## config.mk

```make
export PLATFORM = sky130hd
export DESIGN_NAME = imm_extend_arbiter
export DESIGN_NICKNAME = d
export VERILOG_FILES = /design/src/rtl/imm_extend_arbiter.sv
export SDC_FILE = /design/constraint.sdc
export NUM_CORES = 1
export LEC_CHECK = 0
export BUFFER_PORTS_ARGS = -buffer_cell sky130_fd_sc_hd__buf_2
export CAP_MARGIN = 30
export CORE_AREA = 3 3 81 83
export CTS_BUF_LIST = sky130_fd_sc_hd__clkbuf_8
export DETAILED_ROUTE_END_ITERATION = 10
export DIE_AREA = 0 0 84 86
export HOLD_SLACK_MARGIN = 0.05
export PLACE_DENSITY = 0.78
export SYNTH_ARGS = -nofsm -noshare
export SYNTH_HDL_FRONTEND = slang
export SYNTH_SLANG_ARGS = --single-unit
```

## constraint.sdc

```tcl
create_clock -name clk -period 2.31 [get_ports clk]
set_input_delay 0.1155 -clock clk [delete_from_list [all_inputs] [get_ports clk]]
set_output_delay 0.1155 -clock clk [all_outputs]
set_load 0.02 [all_outputs]
```

## src/rtl/imm_extend_arbiter.sv

```systemverilog
// Round-robin arbiter in front of a shared immediate extract/extend datapath.
// Results leave through a single-entry registered buffer with valid/ready.
module imm_extend_arbiter #(
  parameter int NUM_REQ = 2,
  parameter int ID_W    = $clog2(NUM_REQ)
) (
  input  logic                   clk,
  input  logic                   reset,
  input  logic [NUM_REQ-1:0]     req_valid,
  output logic [NUM_REQ-1:0]     req_ready,
  input  logic [32*NUM_REQ-1:0]  req_insn,
  input  logic [2*NUM_REQ-1:0]   req_kind,
  output logic                   out_valid,
  input  logic                   out_ready,
  output logic [63:0]            out_imm,
  output logic [ID_W-1:0]        out_id
);

  typedef enum logic {EMPTY = 1'b0, FULL = 1'b1} buf_state_t;

  typedef enum logic [1:0] {
    KIND_D  = 2'b00,  // imm9,  signed
    KIND_I  = 2'b01,  // imm12, unsigned
    KIND_CB = 2'b10,  // imm19 word offset, signed
    KIND_B  = 2'b11   // imm26 word offset, signed
  } imm_kind_t;

  // Only insn[25:0] carries immediate bits for any kind.
  function automatic logic [63:0] extend_imm(input logic [25:0] f, input logic [1:0] kind);
    logic [63:0] r;
    case (kind)
      KIND_D:  r = {{55{f[20]}}, f[20:12]};
      KIND_I:  r = {52'd0, f[21:10]};
      KIND_CB: r = {{43{f[23]}}, f[23:5], 2'b00};
      default: r = {{36{f[25]}}, f[25:0], 2'b00};
    endcase
    return r;
  endfunction

  buf_state_t      state;
  logic [ID_W-1:0] rr_ptr;
  logic [ID_W-1:0] grant_idx;
  logic [ID_W-1:0] cand;
  logic [ID_W-1:0] next_ptr;
  logic            grant_found;
  logic            can_accept;
  logic            grant;
  logic [25:0]     sel_field;
  logic [1:0]      sel_kind;
  logic [63:0]     ext_imm;

  assign out_valid  = (state == FULL);
  assign can_accept = !out_valid || out_ready;

  // Search upward from the pointer with wrap; first valid requester wins.
  always_comb begin
    // NOTE: every variable gets a default before the loop so no path leaves it unassigned (no latch).
    grant_found = 1'b0;
    grant_idx   = '0;
    cand        = rr_ptr;
    for (int k = 0; k < NUM_REQ; k++) begin
      if (!grant_found && req_valid[cand]) begin
        grant_found = 1'b1;
        grant_idx   = cand;
      end
      cand = (cand == ID_W'(NUM_REQ - 1)) ? '0 : cand + 1'b1;
    end
  end

  // Reset gates the grant so no handshake can complete while it is held.
  assign grant = reset && grant_found && can_accept;

  always_comb begin
    req_ready            = '0;
    req_ready[grant_idx] = grant;
  end

  // Only the granted requester's fields reach the datapath.
  assign sel_field = req_insn[32*grant_idx +: 26];
  assign sel_kind  = req_kind[2*grant_idx +: 2];
  assign ext_imm   = extend_imm(sel_field, sel_kind);
  assign next_ptr  = (grant_idx == ID_W'(NUM_REQ - 1)) ? '0 : grant_idx + 1'b1;

  // NOTE: sequential state uses non-blocking assignments so all registers update together at the edge.
  always_ff @(posedge clk or negedge reset) begin
    if (!reset) begin
      state   <= EMPTY;
      out_imm <= '0;
      out_id  <= '0;
      rr_ptr  <= '0;
    end else if (grant) begin
      state   <= FULL;
      out_imm <= ext_imm;
      out_id  <= grant_idx;
      rr_ptr  <= next_ptr;
    end else if (out_ready) begin
      state   <= EMPTY;
    end
  end

endmodule

```

==> run summary, run 1 <==
post-synthesis simple-gate area fraction: 18.4%
DRC: 0
Worst Hold Class: in -> reg
met1 wire length: 3150 um
crit path max-delay cell type: dfrtp_1
Chip Width: 84 um
area of the core: 5920 um2
post-CTS setup buffer count: 0
clk_lat worst skew: 280 ps
Max FO, Critical Path: 10
Setup TNS Final: 0 ps
netlist area before placement: 2630 um2
Net Sw Power: 0.978 mW
PD cells: 723 nW/um2
area fraction in compound gates after synthesis: 19.7%
Via density: 5.86
Crit path largest cell delay: 380 ps
outcome: finished, final reports clean
Netlist cell types: 50
Clock Tree Root: clkbuf_8
worst setup path category: reg -> out
pre-CTS WS: 397 ps
WHS: 155 ps
post-cts resize count: 0
Sink Count: 31
switch share: 43.3%
Comb power frac: 48.2%
Syn Nets: 366
highest metal used: met4
main combinational cell family by area after synthesis: compound AO/OA/AOI/OAI gates
metal3 WL: 883 um
Setup crit start kind: register
global-route wire length before repair: 12700 um
clk buf depth: 2
RSZ-0062 raised after global routing: false
internal power of the cells: 1.28 mW
xor-xnor portion of the synthesized cell area: 0%
die area: 7220 um2
largest net degree at the start of global routing: 39
post-route worst setup slack: 289 ps
Reg power frac: 32.6%
Worst Clk Skew: 13.3 ps
number of global-route vias before repair: 2535
synthesized flop and latch total: 31
CTS tree: built
initial core utilization: 44.4%
Met2 Wirelength: 3940 um
Buffers on Ports: 128
Peak VDD IR: 0.489 mV
fraction of layout instances using a drive strength above 1: 43.6%
initial antenna violation count: 0
fin crit period: 2020 ps
final hold vios: 0
adder-cell share of the synthesized area: 0%
CP delay by family, top: simple AND/OR/NAND/NOR gates
gr usage total: 22.1%
LEAKAGE: 1.52 nW
Via Count: 2644
DIE HEIGHT: 86 um
Post-Layout Cell Count: 451
clk slew on worst S/H paths: 70 ps
ys async rst share: 100%
1st-iter DRT viols: 338
Detailed Route WL: 8150 um
Routed WL per cell: 18.1 um
DRT Pass-1 Iters: 5
post-synthesis sequential area ratio: 29.5%
total power: 2.26 mW
DP HPWL: 6180 um
CP Buf/Inv Count: 2
Period Utilization, post-route: 87.5%
fmax: 495 MHz
Antenna Cells: 0
Mapped Avg Cell Area: 8.98 um2
mux cell area share after synthesis: 17.2%
worst path cell trace: and2b_4 -> nor2_2 -> nand3_1 -> inv_1 -> buf_2
worst slew pin tran: 714 ps
Worst Path Arrival: 1910 ps
Max Cap Viol: 0
Mapped Cells: 293
top-level port count: 141
Crit. End Element: output pin
ys flop type: dfrtp_1
RD Place Congestion: 0.968
Slew headroom: 52.4%
Synth Warn #: 0
critical path required time: 2190 ps
EDFF count, synth: 0
H-tree levels: 2
hold bufs inserted after CTS: 1
Clk pwr share: 19.3%
dpl cells: 443
number of buffers created by CTS: 5
row count: 28
Routed Antenna Nets: 0
area growth from synthesis to layout: 18.9%
max-slew violations: 0
final setup fails: 0
grt total ovfl: 0
Nets: 449
## synth_stat cells, drive strengths merged (2+ instances only)
cell / number / area [um2]
o22a: 3 / 26.3
a31oi: 22 / 138
a21boi: 3 / 22.5
a211oi: 3 / 22.5
buf: 52 / 357
a221oi: 2 / 17.5
nor3b: 2 / 15.0
dfrtp: 31 / 776
mux2i: 10 / 100
o21ai: 15 / 75.1
nand3b: 2 / 15.0
a311oi: 4 / 35.0
o2111ai: 2 / 17.5
nand3: 7 / 35.0
nor2: 19 / 73.8
nand4b: 2 / 17.5
nand2b: 6 / 45.0
a21oi: 8 / 43.8
and2: 3 / 18.8
a2111oi: 2 / 17.5
nor2b: 5 / 31.3
and3: 10 / 62.6
nand2: 35 / 131
clkbuf: 7 / 26.3
nor3: 3 / 15.0
inv: 4 / 15.0
a211o: 2 / 17.5
mux4: 15 / 338
## area by class of cell
type / count / area (um2)
multi-input cells: 199 / 1460
inverters: 4 / 15.0
clock inverters: 1 / 5.00
fillers: 554 / 2790
well taps: 75 / 93.8
repair buffers: 135 / 696
flip-flops and latches: 31 / 776
clock buffers: 6 / 82.6
## cell usage in the layout (no fill, tap or decap), types with 3 or more instances in the layout
| cell type | synthesis | layout |
|---|---|---|
| a21oi_1 | 7 | 7 |
| a311oi_1 | 4 | 4 |
| nand2_1 | 35 | 35 |
| and2_1 | 3 | 3 |
| dfrtp_1 | 31 | 31 |
| nand3_1 | 7 | 7 |
| o22a_1 | 3 | 3 |
| a31oi_1 | 22 | 22 |
| and3_1 | 10 | 10 |
| clkbuf_8 | 0 | 6 |
| nor2b_1 | 5 | 4 |
| buf_4 | 37 | 6 |
| nor2_1 | 18 | 18 |
| nand2b_1 | 5 | 5 |
| a211oi_1 | 3 | 3 |
| mux4_2 | 15 | 15 |
| a21boi_0 | 3 | 3 |
| nor3_1 | 3 | 3 |
| o21ai_0 | 14 | 14 |
| inv_1 | 3 | 3 |
| mux2i_1 | 10 | 10 |
| buf_2 | 12 | 128 |
## metal layers
layer / track usage [%] / up-vias
met5: 0 / -
met4: 8.92 / 0
met3: 4.32 / 21
met2: 36.2 / 180
met1: 28.9 / 1223
li1: - / 1220
## power groups by stage
stage	combinational, mW	clock, mW	sequential, mW
6_report	1.09	0.436	0.736
5_1_grt	1.17	0.466	0.757
4_1_cts	1.09	0.448	0.739
3_5_place_dp	1.09	0	0.749
3_3_place_gp	1.07	0	0.742
2_1_floorplan	0.733	0	0.888
## tightest hold or removal path: cells and delay by family
kind | cells | cell delay (ps)
AO/OA/AOI/OAI | 2 | 210
buffers and inverters | 1 | 70
## registers in the layout, summed over array words and instances (netlist names)
register	flops
out_valid	1
out_imm	28
rr_ptr	1
out_id	1
## cells by family after synthesis
family,count (synthesis)
buffers and inverters,63
muxes,26
and+or+nand+nor,97
AOI/OAI and AO/OA,76
DFF,31
## stage by stage
stage | cell area (um2) | utilization, %
global placement | 3030 | 51.2
finish | 3130 | 52.8
global route | 3130 | 52.8
CTS | 3130 | 52.8
detailed placement | 3030 | 51.2
floorplan | 2630 | -
## final timing paths
path                                         from                       to  slack (ps)  depth (start not counted)
setup reg to reg               rr_ptr$_DFFE_PN0P_  out_imm[26]$_DFFE_PN0P_         360                          6
min in group asynchronous                   reset    out_valid$_DFFE_PN0P_         430                          3
hold reg to reg            out_imm[9]$_DFFE_PN0P_   out_imm[9]$_DFFE_PN0P_         470                          2
hold / removal                       req_insn[25]  out_imm[62]$_DFFE_PN0P_         150                          3
setup / recovery               rr_ptr$_DFFE_PN0P_             req_ready[1]         290                          5
max in group asynchronous                   reset  out_imm[25]$_DFFE_PN0P_        1550                          3
Power figures use the tool's default switching activity.
==> run 2: changes to the inputs <==
--- a/config.mk
+++ b/config.mk
@@ -18 +18,2 @@
 export SYNTH_SLANG_ARGS = --single-unit
+export TNS_END_PERCENT = 30
==> constraint.sdc (replaced) <==
create_clock -name clk -period 2.31 [get_ports clk]
set_input_delay 0.5775 -clock clk [delete_from_list [all_inputs] [get_ports clk]]
set_output_delay 0.5775 -clock clk [all_outputs]
set_load 0.02 [all_outputs]
==> run 2 against run 1 <==
  * Fmax increased by 0.64%
  * Routed wire length increased by 0.74%
  * Critical path type unchanged
  * Worst hold slack improved by 100 ps
  * Critical endpoint unchanged
  * Largest cell class unchanged
==> run summary, run 2 (synthesis results as in run 1) <==
clk buf depth: 2 (unchanged)
max-slew violations: 0 (unchanged)
Routed Antenna Nets: 0 (unchanged)
global-route wire length before repair: 13000 um (+1.9%)
pre-CTS WS: 211 ps (-186 ps)
row count: 28 (unchanged)
Nets: 455 (+1.3%)
LEAKAGE: 1.56 nW (+2.7%)
grt total ovfl: 0 (unchanged)
commonest cells after routing, fill and taps aside: 128 x buf_2, 35 x nand2_1, 31 x dfrtp_1, 22 x a31oi_1, 18 x nor2_1
initial core utilization: 44.4% (unchanged)
Met2 Wirelength: 4080 um (+3.6%)
final setup fails: 0 (unchanged)
fin crit period: 2010 ps (-12.8 ps)
Period Utilization, post-route: 86.9% (-0.55 points)
Slew headroom: 52.9% (+0.51 points)
Antenna Cells: 0 (unchanged)
number of buffers created by CTS: 5 (unchanged)
Setup crit start kind: register
Worst Path Arrival: 1430 ps (-480 ps)
Via density: 5.74 (-2.2%)
Setup TNS Final: 0 ps (unchanged)
DIE HEIGHT: 86 um (unchanged)
area of the core: 5920 um2 (unchanged)
Peak VDD IR: 0.565 mV (+16%)
Largest Register: out_imm
Worst Clk Skew: 4.97 ps (-8.29 ps)
hold bufs inserted after CTS: 0 (-1)
post-cts resize count: 0 (unchanged)
clk_lat worst skew: 290 ps (about the same)
number of flip-flops in the largest register: 28 (unchanged)
number of global-route vias before repair: 2573 (+1.5%)
Clock Tree Root: clkbuf_8
FF-to-FF setup slack: 490 ps (+130 ps)
fraction of layout instances using a drive strength above 1: 44.6% (+1.0 points)
clk slew on worst S/H paths: 70 ps (about the same)
WHS: 255 ps (+100 ps)
Sink Count: 31 (unchanged)
DRT Pass-1 Iters: 4 (-1)
DP HPWL: 6490 um (+5.1%)
die area: 7220 um2 (unchanged)
post-CTS setup buffer count: 0 (unchanged)
final hold vios: 0 (unchanged)
area growth from synthesis to layout: 21.5%
highest metal used: met4
Routed WL per cell: 17.9 um (-0.80%)
met1 wire length: 3210 um (+2.2%)
Crit. End Element: output pin
worst slew pin tran: 706 ps (-7.70 ps)
outcome: finished, final reports clean
gr usage total: 22.8% (+0.66 points)
Max Cap Viol: 0 (unchanged)
H-tree levels: 2 (unchanged)
RD Place Congestion: 0.947 (-2.2%)
Via Count: 2627 (-0.64%)
commonest non-fill, non-tap cell in the layout: buf_2
metal3 WL: 743 um (-16%)
top-level port count: 141 (unchanged)
Worst Hold Class: in -> async
Buffers on Ports: 128 (unchanged)
1st-iter DRT viols: 258 (-24%)
initial antenna violation count: 0 (unchanged)
PD cells: 724 nW/um2 (+0.21%)
largest net degree at the start of global routing: 39 (unchanged)
Detailed Route WL: 8210 um (+0.74%)
Chip Width: 84 um (unchanged)
worst setup path category: reg -> out
FILL cells: 581 (+4.9%)
DRC: 0 (unchanged)
CTS tree: built
post-route worst setup slack: 302 ps (+12.8 ps)
Max FO, Critical Path: 5 (-5)
fmax: 498 MHz (+0.64%)
critical path required time: 1730 ps (-460 ps)
RSZ-0062 raised after global routing: false
[run 2: cell count changes in the layout (fill, tap and decap cells not counted)]
| cell | previous run | this run |
|---|---|---|
| buf_4 | 6 | 12 |
| buf_12 | 0 | 1 |
| inv_1 | 3 | 4 |
| clkinv_2 | 1 | 0 |
| clkbuf_8 | 6 | 7 |
| dlygate4sd3_1 | 1 | 0 |
[run 2: worst max-delay path, stage by stage (launching register included)]
cell and delay, ps:
dfrtp_1 400, and2b_4 230, nor2_2 150, nand3_1 110, inv_1 80, buf_2 170
[run 2: final cells by class]
class | instances | area [um2] | area share [%]
sequential | 31 | 776 | 24.3
inverter | 4 | 15.0 | 0.470
clock buffer | 7 | 96.3 | 3.02
multi-input combinational | 199 | 1460 | 45.7
tap | 75 | 93.8 | 2.94
timing repair buffer | 141 | 751 | 23.5
clock inverter | 1 | 3.75 | 0.118
[run 2: power breakdown]
| group | switching, mW | leakage [nW] | internal, mW |
|---|---|---|---|
| Combinational | 0.694 | 1.14 | 0.406 |
| Clock | 0.207 | 0.0557 | 0.267 |
| Sequential | 0.0835 | 0.368 | 0.655 |
| Total | 0.985 | 1.56 | 1.33 |
[run 2: metrics by stage]
stage          cells  utilization, %  power (mW)  area (um2)
2_1_floorplan    293               -        1.62        2630
3_3_place_gp     450            52.3        1.84        3090
3_5_place_dp     450            52.3        1.85        3090
4_1_cts          458            54.0        2.33        3190
5_1_grt          458            54.0        2.46        3190
6_report         458            54.0        2.31        3190
[run 2: final timing paths]
| kind | startpoint | to | depth (start not counted) |
|---|---|---|---|
| min in group clk | out_imm[7]$_DFFE_PN0P_ | out_imm[7]$_DFFE_PN0P_ | 2 |
| worst max-delay path | rr_ptr$_DFFE_PN0P_ | req_ready[1] | 5 |
| worst min-delay path | reset | out_imm[13]$_DFFE_PN0P_ | 2 |
| worst max register to register | rr_ptr$_DFFE_PN0P_ | out_imm[1]$_DFFE_PN0P_ | 6 |
| max in group asynchronous | reset | out_imm[9]$_DFFE_PN0P_ | 2 |
| worst min register to register | out_imm[7]$_DFFE_PN0P_ | out_imm[7]$_DFFE_PN0P_ | 2 |
[run 2: per-layer routing]
layer | track usage (%) | vias to the layer above
met1 | 28.7 | 1242
li1 | - | 1231
met4 | 8.19 | 0
met3 | 5.57 | 16
met5 | 0 | -
met2 | 38.2 | 138
==> run 3: changes to the inputs <==
Settings changed: GPL_TIMING_DRIVEN set to 0.
Clock period 2.31 ns to 2.41 ns, I/O delays scaled along.
==> run 3 against run 2 <==
  * Via count is 10% higher
  * Sequential share of layout area is 2.1 points lower
  * Highest routed layer unchanged
  * Worst hold slack worse by 3.8 ps
==> run summary, run 3 (synthesis results as in run 1) <==
number of global-route vias before repair: 2741 (+6.5%)
number of flip-flops in the largest register: 28 (unchanged)
Routed WL per cell: 19.3 um (+7.5%)
initial core utilization: 44.4% (unchanged)
LEAKAGE: 1.74 nW (+11%)
area growth from synthesis to layout: 33.0%
Max Cap Viol: 0 (unchanged)
fmax: 444 MHz
Setup TNS Final: 0 ps (unchanged)
grt total ovfl: 0 (unchanged)
Core Util, Final: 59.1% (+5.1 points)
RD Place Congestion: 0.944 (-0.26%)
clk buf depth: 2 (unchanged)
top-level port count: 141 (unchanged)
Worst Clk Skew: 6.21 ps (+1.24 ps)
initial antenna violation count: 0 (unchanged)
outcome: finished, final reports clean
Clock Tree Root: clkbuf_8
number of buffers created by CTS: 5 (unchanged)
Via density: 5.77 (+0.53%)
Slew headroom: 60.5% (+7.5 points)
Detailed Route WL: 9660 um (+18%)
DRC: 0 (unchanged)
register area: 776 um2 (unchanged)
area of the core: 5920 um2 (unchanged)
Crit. End Element: output pin
DRT Pass-1 Iters: 5 (+1)
total power: 2.55 mW (+10%)
Worst Path Arrival: 1650 ps (+220 ps)
worst path cell trace: and2b_4 -> nor2_2 -> buf_6 -> nand3_2 -> inv_2 -> buf_2
Via Count: 2889 (+10%)
Buffers on Ports: 125 (-2.3%)
Period Utilization, post-route: 93.5%
1st-iter DRT viols: 331 (+28%)
Max FO, Critical Path: 10 (+5)
max-slew violations: 0 (unchanged)
Chip Width: 84 um (unchanged)
Nets: 498 (+9.5%)
gr usage total: 26.3% (+3.5 points)
final hold vios: 0 (unchanged)
global-route wire length before repair: 14900 um (+15%)
H-tree levels: 2 (unchanged)
worst setup path category: reg -> out
Multi-input gate area: 1460 um2 (+0.17%)
post-CTS setup buffer count: 0 (unchanged)
critical path required time: 1810 ps (+80 ps)
crit path max-delay cell type: dfrtp_1
clk slew on worst S/H paths: 70 ps (about the same)
fraction of layout instances using a drive strength above 1: 48.8% (+4.2 points)
Worst Hold Class: in -> async
final setup fails: 0 (unchanged)
CP Buf/Inv Count: 3 (+1)
commonest non-fill, non-tap cell in the layout: buf_2
FILL cells: 578 (-0.52%)
Crit path largest cell delay: 410 ps (about the same)
commonest cells after routing, fill and taps aside: 136 x buf_2, 38 x buf_4, 35 x nand2_1, 31 x dfrtp_1, 22 x a31oi_1
PD cells: 728 nW/um2 (+0.45%)
Antenna Cells: 0 (unchanged)
row count: 28 (unchanged)
worst slew pin tran: 593 ps (-113 ps)
Routed Antenna Nets: 0 (unchanged)
Peak VDD IR: 0.464 mV (-18%)
Sink Count: 31 (unchanged)
fin crit period: 2250 ps
CP delay by family, top: simple AND/OR/NAND/NOR gates
DP HPWL: 7460 um (+15%)
clk_lat worst skew: 290 ps (about the same)
DIE HEIGHT: 86 um (unchanged)
largest net degree at the start of global routing: 39 (unchanged)
Largest Register: out_imm
RSZ-0062 raised after global routing: false
die area: 7220 um2 (unchanged)
CTS tree: built
Setup crit start kind: register
## run 3: cell count changes in the layout (fill, tap and decap cells not counted), moves of 2 or more
cell      change
buf_4        +26
buf_2         +8
clkbuf_1      +7
inv_1         -2
## run 3: worst paths after layout
kind,start,to,slack (ps),cells after the start
setup / recovery,rr_ptr$_DFFE_PN0P_,req_ready[1],160,6
setup reg to reg,rr_ptr$_DFFE_PN0P_,out_imm[10]$_DFFE_PN0P_,540,7
max in group asynchronous,reset,out_imm[0]$_DFFE_PN0P_,1830,1
hold reg to reg,out_id$_DFFE_PN0P_,out_id$_DFFE_PN0P_,480,2
min in group clk,out_id$_DFFE_PN0P_,out_id$_DFFE_PN0P_,480,2
hold / removal,reset,out_imm[3]$_DFFE_PN0P_,250,1
## run 3: per-layer routing
layer / up-vias / track usage [%] / part of all wire (%)
li1: 1319 / - / -
met1: 1357 / 34.9 / 40
met2: 198 / 42.3 / 49
met3: 15 / 6.63 / 9.6
met4: 0 / 8.33 / 1.6
met5: - / 0 / 0
## run 3: repair_timing
item	CTS	global route
endpoints found under the setup margin	11	4
gates resized for setup	1	2
hold buffers	0	0
endpoints found under the hold margin	0	0
## run 3: per-stage QoR
stage          setup slack [ps]  instances  hold slack [ps]  cell area (um2)
2_1_floorplan               455        293              307             2630
3_3_place_gp               -322        493              456             3350
3_5_place_dp               -355        493              467             3350
4_1_cts                    13.5        501              266             3470
5_1_grt                    25.0        501              276             3500
6_report                    157        501              251             3500
## run 3: where the power goes
group	leakage (nW)	internal, mW	switching [mW]
logic	1.31	0.554	0.753
clock network	0.0612	0.335	0.211
registers	0.368	0.628	0.0644
total	1.74	1.52	1.03
## run 3: final cells by class
| class | count | share of cell area [%] |
|---|---|---|
| Clock buffer | 6 | 2.36 |
| Buffer | 58 | 10.8 |
| Clock inverter | 2 | 1.00 |
| Multi-Input combinational cell | 199 | 41.8 |
| Sequential cell | 31 | 22.2 |
| Timing Repair Buffer | 126 | 18.7 |
| Tap cell | 75 | 2.68 |
| Inverter | 4 | 0.429 |
## run 3: worst reg2reg max path: cells and delay by family, from the launching register on
| family | cells | cell delay, ps |
|---|---|---|
| buffers and inverters | 2 | 590 |
| AND/OR/NAND/NOR | 3 | 460 |
| AO/OA/AOI/OAI | 2 | 270 |
| flip-flops | 1 | 420 |
